## src/rtl/alu_exec_unit_if.sv

```systemverilog
// Instruction handshake and retire strobes between the issuing CPU front end and alu_exec_unit.
interface alu_exec_unit_if;
  logic        instr_valid;
  logic        instr_ready;
  logic [31:0] instr;
  logic        done;
  logic        illegal;

  modport master (output instr_valid, output instr, input instr_ready, input done, input illegal);
  modport slave  (input instr_valid, input instr, output instr_ready, output done, output illegal);
endinterface

```

## src/rtl/alu_exec_unit.sv

```systemverilog
// Execute unit: GPR file, single-cycle mov/arith/logic ops and an iterative shift-add multiply.
//   state | meaning
//   IDLE  | ready for an instruction; operands latched on accept
//   EXEC  | single-cycle op; writeback and flag update on the leaving edge
//   MUL   | one shift-add iteration per cycle; writeback on the last iteration
module alu_exec_unit #(
  parameter int DATA_W = 16,
  parameter int NREG   = 32,
  localparam int AW    = (NREG > 1) ? $clog2(NREG) : 1,
  localparam int CW    = $clog2(DATA_W)
) (
  input  logic                clk,
  input  logic                rst_n,
  alu_exec_unit_if.slave      bus,
  output logic [3:0]          flags,
  output logic [DATA_W-1:0]   sgpr,
  input  logic [AW-1:0]       dbg_addr,
  output logic [DATA_W-1:0]   dbg_data
);

  localparam logic [4:0] OP_MOVSGPR = 5'd0;
  localparam logic [4:0] OP_MOV     = 5'd1;
  localparam logic [4:0] OP_ADD     = 5'd2;
  localparam logic [4:0] OP_SUB     = 5'd3;
  localparam logic [4:0] OP_MUL     = 5'd4;
  localparam logic [4:0] OP_OR      = 5'd5;
  localparam logic [4:0] OP_AND     = 5'd6;
  localparam logic [4:0] OP_XOR     = 5'd7;
  localparam logic [4:0] OP_XNOR    = 5'd8;
  localparam logic [4:0] OP_NAND    = 5'd9;
  localparam logic [4:0] OP_NOR     = 5'd10;
  localparam logic [4:0] OP_NOT     = 5'd11;

  typedef enum logic [1:0] {S_IDLE, S_EXEC, S_MUL} state_t;

  state_t              state, state_nxt;
  logic [DATA_W-1:0]   gpr [NREG];
  logic [4:0]          op_q;
  logic [AW-1:0]       rd_q;
  logic [DATA_W-1:0]   a_q, b_q;
  logic                imm_q;
  logic [CW-1:0]       mul_cnt;
  logic [2*DATA_W-1:0] acc;

  logic [AW-1:0]       rd_in, rs1_in, rs2_in;
  logic [DATA_W-1:0]   b_in;

  assign rd_in  = bus.instr[22 +: AW];
  assign rs1_in = bus.instr[17 +: AW];
  assign rs2_in = bus.instr[11 +: AW];
  assign b_in   = bus.instr[16] ? DATA_W'(bus.instr[15:0]) : gpr[rs2_in];

  assign dbg_data = gpr[dbg_addr];

  always_ff @(posedge clk or negedge rst_n) begin
    if (!rst_n) state <= S_IDLE;
    else        state <= state_nxt;
  end

  always_comb begin
    state_nxt       = state;
    bus.instr_ready = 1'b0;
    case (state)
      S_IDLE: begin
        bus.instr_ready = 1'b1;
        if (bus.instr_valid)
          state_nxt = (bus.instr[31:27] == OP_MUL) ? S_MUL : S_EXEC;
      end
      S_EXEC:  state_nxt = S_IDLE;
      S_MUL:   if (mul_cnt == '0) state_nxt = S_IDLE;
      default: state_nxt = S_IDLE;
    endcase
  end

  logic [DATA_W:0]   sum, diff;
  logic [DATA_W-1:0] res;
  logic              c_res, v_res, legal;

  always_comb begin
    sum   = {1'b0, a_q} + {1'b0, b_q};
    diff  = {1'b0, a_q} - {1'b0, b_q};
    res   = '0;
    c_res = 1'b0;
    v_res = 1'b0;
    legal = 1'b1;
    case (op_q)
      OP_MOVSGPR: res = sgpr;
      OP_MOV:     res = b_q;
      OP_ADD: begin
        res   = sum[DATA_W-1:0];
        c_res = sum[DATA_W];
        v_res = (a_q[DATA_W-1] == b_q[DATA_W-1]) && (sum[DATA_W-1] != a_q[DATA_W-1]);
      end
      OP_SUB: begin
        res   = diff[DATA_W-1:0];
        c_res = diff[DATA_W];
        v_res = (a_q[DATA_W-1] != b_q[DATA_W-1]) && (diff[DATA_W-1] != a_q[DATA_W-1]);
      end
      OP_OR:   res = a_q | b_q;
      OP_AND:  res = a_q & b_q;
      OP_XOR:  res = a_q ^ b_q;
      OP_XNOR: res = ~(a_q ^ b_q);
      OP_NAND: res = ~(a_q & b_q);
      OP_NOR:  res = ~(a_q | b_q);
      OP_NOT:  res = imm_q ? ~b_q : ~a_q;
      default: legal = 1'b0;
    endcase
  end

  // acc holds {partial high word, remaining multiplier bits}; each step adds and shifts right.
  logic [DATA_W:0]     mul_add;
  logic [2*DATA_W:0]   mul_sh;
  logic [2*DATA_W-1:0] acc_nxt;

  always_comb begin
    mul_add = {1'b0, acc[2*DATA_W-1:DATA_W]} + (acc[0] ? {1'b0, a_q} : '0);
    mul_sh  = {mul_add, acc[DATA_W-1:0]};
    acc_nxt = mul_sh[2*DATA_W:1];
  end

  always_ff @(posedge clk or negedge rst_n) begin
    if (!rst_n) begin
      for (int i = 0; i < NREG; i++) gpr[i] <= '0;
      sgpr        <= '0;
      flags       <= '0;
      bus.done    <= 1'b0;
      bus.illegal <= 1'b0;
      op_q        <= '0;
      rd_q        <= '0;
      a_q         <= '0;
      b_q         <= '0;
      imm_q       <= 1'b0;
      mul_cnt     <= '0;
      acc         <= '0;
    end else begin
      bus.done    <= 1'b0;
      bus.illegal <= 1'b0;
      case (state)
        S_IDLE: begin
          if (bus.instr_valid) begin
            op_q    <= bus.instr[31:27];
            rd_q    <= rd_in;
            a_q     <= gpr[rs1_in];
            b_q     <= b_in;
            imm_q   <= bus.instr[16];
            acc     <= {{DATA_W{1'b0}}, b_in};
            mul_cnt <= CW'(DATA_W - 1);
          end
        end
        S_EXEC: begin
          bus.done    <= 1'b1;
          bus.illegal <= !legal;
          if (legal) begin
            gpr[rd_q] <= res;
            flags     <= {v_res, c_res, res[DATA_W-1], res == '0};
          end
        end
        S_MUL: begin
          acc <= acc_nxt;
          if (mul_cnt == '0) begin
            gpr[rd_q] <= acc_nxt[DATA_W-1:0];
            sgpr      <= acc_nxt[2*DATA_W-1:DATA_W];
            flags     <= {acc_nxt[2*DATA_W-1:DATA_W] != '0, acc_nxt[2*DATA_W-1:DATA_W] != '0,
                          acc_nxt[DATA_W-1], acc_nxt == '0};
            bus.done  <= 1'b1;
          end else begin
            mul_cnt <= mul_cnt - 1'b1;
          end
        end
        default: ;
      endcase
    end
  end

endmodule

```

## src/flat_wrapper.sv

```systemverilog
// flat-port wrapper written by rule: the top's interface ports become plain ports
module alu_exec_unit_flat 
#(
  parameter int DATA_W = 16,
  parameter int NREG   = 32,
  localparam int AW    = (NREG > 1) ? $clog2(NREG) : 1,
  localparam int CW    = $clog2(DATA_W)
)
  (clk, rst_n, flags, sgpr, dbg_addr, dbg_data, bus_instr_valid, bus_instr, bus_instr_ready, bus_done, bus_illegal);
  alu_exec_unit_if bus_i ();
  input  logic clk;
  input  logic rst_n;
  output logic [3:0] flags;
  output logic [DATA_W-1:0] sgpr;
  input  logic [AW-1:0] dbg_addr;
  output logic [DATA_W-1:0] dbg_data;
  input wire logic [$bits(bus_i.instr_valid)-1:0] bus_instr_valid;
  input wire logic [$bits(bus_i.instr)-1:0] bus_instr;
  output wire logic [$bits(bus_i.instr_ready)-1:0] bus_instr_ready;
  output wire logic [$bits(bus_i.done)-1:0] bus_done;
  output wire logic [$bits(bus_i.illegal)-1:0] bus_illegal;
  assign bus_i.instr_valid = bus_instr_valid;
  assign bus_i.instr = bus_instr;
  assign bus_instr_ready = bus_i.instr_ready;
  assign bus_done = bus_i.done;
  assign bus_illegal = bus_i.illegal;
  alu_exec_unit #(.DATA_W(DATA_W), .NREG(NREG)) u_core (.clk(clk), .rst_n(rst_n), .bus(bus_i), .flags(flags), .sgpr(sgpr), .dbg_addr(dbg_addr), .dbg_data(dbg_data));
endmodule
```

## config.mk

```make
export PLATFORM = sky130hd
export DESIGN_NAME = alu_exec_unit_flat
export DESIGN_NICKNAME = d
export VERILOG_FILES = /design/src/rtl/alu_exec_unit_if.sv /design/src/rtl/alu_exec_unit.sv /design/src/flat_wrapper.sv
export SDC_FILE = /design/constraint.sdc
export NUM_CORES = 2
export LEC_CHECK = 0
export ABC_AREA = 1
export CORE_ASPECT_RATIO = 1.75
export CORE_UTILIZATION = 46
export CTS_BUF_LIST = sky130_fd_sc_hd__clkbuf_4 sky130_fd_sc_hd__clkbuf_8
export CTS_CLUSTER_SIZE = 12
export DETAILED_ROUTE_END_ITERATION = 16
export DONT_BUFFER_PORTS = 1
export HOLD_SLACK_MARGIN = 0.12
export SLEW_MARGIN = 20
export SYNTH_ARGS = -nofsm -noshare
export SYNTH_HDL_FRONTEND = slang
export SYNTH_SLANG_ARGS = --single-unit
```

## constraint.sdc

```tcl
create_clock -name clk -period 7 [get_ports clk]
set_input_delay 1.05 -clock clk [delete_from_list [all_inputs] [get_ports clk]]
set_output_delay 1.05 -clock clk [all_outputs]
set_load 0.03 [all_outputs]
```

# Yosys cells after proc, flatten, opt, wreduce, memory -nomap -nowiden
# Cells that the tools add are included.
# op_classes
bitwise_logic	12
add_sub_neg	4
reduce_logical	19
muxes	39
eq_ne	21
magnitude_cmp	5
# ops
cell	n
512-bit bitwise mux	2
512-bit 2-to-1 mux	2
512-bit case mux with 2 select lines	1
16-bit binary-select mux with 5-bit select	3
16-bit case mux with 11 select lines	1
16-bit 2-to-1 mux	10
16-bit demux with 5-bit select	1
16-bit inverter	5
32-bit case mux with 2 select lines	1
32-bit logical NOT	1
32-bit 2-to-1 mux	1
6-bit >= comparator, second input constant	4
5-bit inverter with 6-bit output	4
5-bit by 3-bit == test with 1-bit output, second input constant	4
5-bit by 4-bit == test with 1-bit output, second input constant	4
16-bit by 16-bit adder with 17-bit output	1
16-bit by 17-bit adder with 17-bit output	1
16-bit by 16-bit subtractor with 17-bit output	1
16-bit AND	1
16-bit logical NOT	1
4-bit 2-to-1 mux	4
16-bit OR	1
4-bit case mux with 2 select lines	2
16-bit nonzero test	1
other kinds (24)	43
# word_totals
out_inout_bits	39
ff_bits	615

# Logic depth before layout (Yosys ltp)
# logic_depth
word_depth	8
depth_mapped	21
depth_no_buf	19

# Least setup slack after synthesis
# No wires, ideal clock.
# synth_timing
kind	input-to-output
from	input dbg_addr[0]
to	output dbg_data[12]
slack_ns	3.040
path_stages	10
arrival_ns	2.910
n_path_buf	3
cell_sequence	inv_1 -> clkbuf_1 -> clkbuf_1 -> buf_1 -> nand2_1 -> o211ai_1 -> nand2_1 -> a21oi_1 -> o21ai_0 -> a31oi_1
# synth_via
elab_chain_len	4
# synth_lines
item	line_no	source
start: declaration	flat_wrapper.sv:15	input logic [AW-1:0] dbg_addr;
5-bit inverter with 6-bit output (implied by the code)	alu_exec_unit.sv:53	assign dbg_data = gpr[dbg_addr];
16-bit binary-select mux with 5-bit select	alu_exec_unit.sv:53	
16-bit 2-to-1 mux (implied by the code) (2 in series)	alu_exec_unit.sv:53	
end: declaration	flat_wrapper.sv:16	output logic [DATA_W-1:0] dbg_data;
# No other way between the ends. The select of a mux whose other input is x is not followed.

# Final worst setup path
# layout_timing
from	input dbg_addr[0]
to	output dbg_data[10]
# Same word-level chain as after synthesis.

==> run metrics <==
number of placement rows=144; Clock Latency Late Sink=0.85 ns; total design power=0.0148 W; CTS Buffer Depth=3; CTS Buf Count=101; Initial Util=46.7%; Mapped Cells=6,040; met3 wire length=18,500 µm; # Post-CTS Setup Buffers=0; Root Buffer=clkbuf_8; CP Launch Type=primary input; distinct cell type count after synthesis=52; CTS resizes=0; synthesis warning total=0; Pre-antenna DRT Iters=7; Slew Viols, Final=0; post-synth design cell area=41,200 µm²; most frequent cells after synthesis=1,305 x o21ai_0, 1,146 x nand2_1, 615 x dfrtp_1, 557 x nor2_1, 455 x a21oi_1; 1st-iter DRT viols=5,661; Synth Net Count=6,152; hold crit path type=primary input to asynchronous set/reset pin; synth top area cells=dfrtp_1 37%, o21ai_0 16%, nand2_1 10%; worst path required time=5.95 ns; Avg Vias per Cell=6.40; antenna violations before repair=17; final hold viol count=0; metal2 WL=85,400 µm; dpl hpwl=118,000 µm; core area=88,300 µm²; gr usage total=41.4%; Final min period=5.10 ns; FMAX=0.196 GHz; PwrDens=339 nW/µm²; sequential cell area fraction in the yosys report=37.4%; synth-to-layout area growth=5.66%; wirelength, routed=191,000 µm; Final setup viols=0; I/O pin total=79; post-route antenna net violation count=0; ys async rst share=100%; share of the synthesized area in the top cell type=37.4%; vias in the first global route=42,068; RSZ-0062 raised after global routing=false; Worst Path Max Fanout=183; Util after Layout=49.3%; DIE HEIGHT=398 µm; setup_tns=0 ns; first-pass GRT wire length=279,000 µm; Final Cell Area=43,500 µm²; hold slack=0.121 ns; Seq cells post-synth=615; CTS tree=yes; Die W=228 µm; area post-placement=41,200 µm²; die area=90,800 µm²; top sig layer=met5; Mean Syn Cell Area=6.82 µm²; share of layout cells above drive strength 1=5.55%; cell with the most instances after synthesis=o21ai_0; largest net degree at the start of global routing=616; Crit. End Element=output port; detailed-route wire length per cell=27.3 µm; predominant post-synthesis flop cell=dfrtp_1; CTS H-tree depth=3; worst slew pin tran=1.16 ns; grt ovf=0; EDFF count, synth=0; Worst-path clk slew=0.06 ns; Slew HR=22.8%; I/O Buffers=0; VDD IR max=163 µV; drt drc=0; Final period util=72.8%; DR vias=44,625; status=complete, no violations; Max Clock Skew=0.0611 ns; nets@finish=5,830; Max-cap violations=0; WP data arrival=4.05 ns; Synth area leader=dfrtp_1; Placer Congestion=1.02; # clock sinks=615; Leak=18.6 nW; critical path type=primary input to output port; Metal-1 WL=64,500 µm
[cell families (layout without fill, tap and decap cells)]
family / after synthesis / in the layout / synth area share, %
buf+inv: 939 / 697 / 9.09
other cells: 0 / 12 / 0
fa+ha+maj: 72 / 72 / 2.24
flops: 615 / 615 / 37.4
simple gates: 2076 / 2076 / 20.4
compound gates: 2329 / 2329 / 30.7
xor+xnor: 9 / 9 / 0.191
[final cells by class]
type | instances | area [µm²]
Sequential cell | 615 | 15400
Fill cell | 9137 | 44800
Clock buffer | 159 | 1970
Tap cell | 1168 | 1460
Timing Repair Buffer | 69 | 623
Clock inverter | 24 | 262
Multi-Input combinational cell | 4486 | 22100
Antenna cell | 12 | 30.0
Inverter | 445 | 1690
[path summary, 6_finish.rpt]
kind / slack (ns) / to / start / cells past startpoint
setup / recovery: 1.90 / dbg_data[10] / dbg_addr[0] / 6
hold / removal: 0.12 / u_core.op_q[0]$_DFFE_PN0P_ / rst_n / 1
setup reg to reg: 2.12 / u_core.gpr[487]$_DFFE_PN0P_ / u_core.op_q[3]$_DFFE_PN0P_ / 10
hold reg to reg: 0.49 / u_core.gpr[219]$_DFFE_PN0P_ / u_core.gpr[219]$_DFFE_PN0P_ / 2
max in group asynchronous: 4.56 / u_core.gpr[155]$_DFFE_PN0P_ / rst_n / 3
min in group clk: 0.35 / u_core.op_q[0]$_DFFE_PN0P_ / bus_instr[27] / 2
[power breakdown]
group | internal (W) | switching (W) | leakage, nW
combinational | 0.00158 | 0.00374 | 9.11
clock | 0.00197 | 0.00165 | 1.18
sequential | 0.00466 | 0.00118 | 8.32
total | 0.00821 | 0.00656 | 18.6
[through the flow]
step                      cells  worst slack (ns)
final                      6978              1.90
after global routing       6969              1.83
after CTS                  6962              2.10
after detailed placement   6779              2.10
after global placement     6779              2.11
after floorplan            6040              3.04
[cell usage in the layout (no fill, tap or decap), drive strengths merged, types with 3 or more instances in the layout]
master       n
a211oi      17
a21oi      455
a221oi      14
a22oi        5
a2bb2oi      6
a31oi       31
a32oi       14
buf         69
bufinv       5
clkbuf     159
clkinv      19
clkinvlp     4
dfrtp      615
diode       12
fa           3
ha          69
inv        441
nand2     1160
nand3      283
nand4       35
nor2       566
nor3        19
nor4         7
o211ai     127
o21a         3
o21ai     1506
o21bai       6
o221ai      75
o22ai       50
o311ai       5
o32ai        6
xnor2        4
xor2         5
[critical path, cell delays in order]
cell	delay (ns)
inv_8	0.68
buf_4	0.58
o21ai_0	0.14
o211ai_1	0.20
nand3_1	0.11
a32oi_1	1.02
[sequential cells by signal, indices dropped and copies added, names as in the netlist, 5 cells and up]
register,flops
u_core.gpr,512
u_core.acc,32
u_core.a_q,16
u_core.b_q,16
u_core.sgpr,16
u_core.op_q,5
u_core.rd_q,5
[routing by layer]
| metal | GRT usage (%) | vias up |
|---|---|---|
| met3 | 9.79 | 958 |
| met2 | 65.3 | 2721 |
| li1 | - | 19976 |
| met4 | 41.6 | 12 |
| met1 | 45.1 | 20958 |
| met5 | 0 | - |
Note: power is estimated with default switching activity, not from simulation.
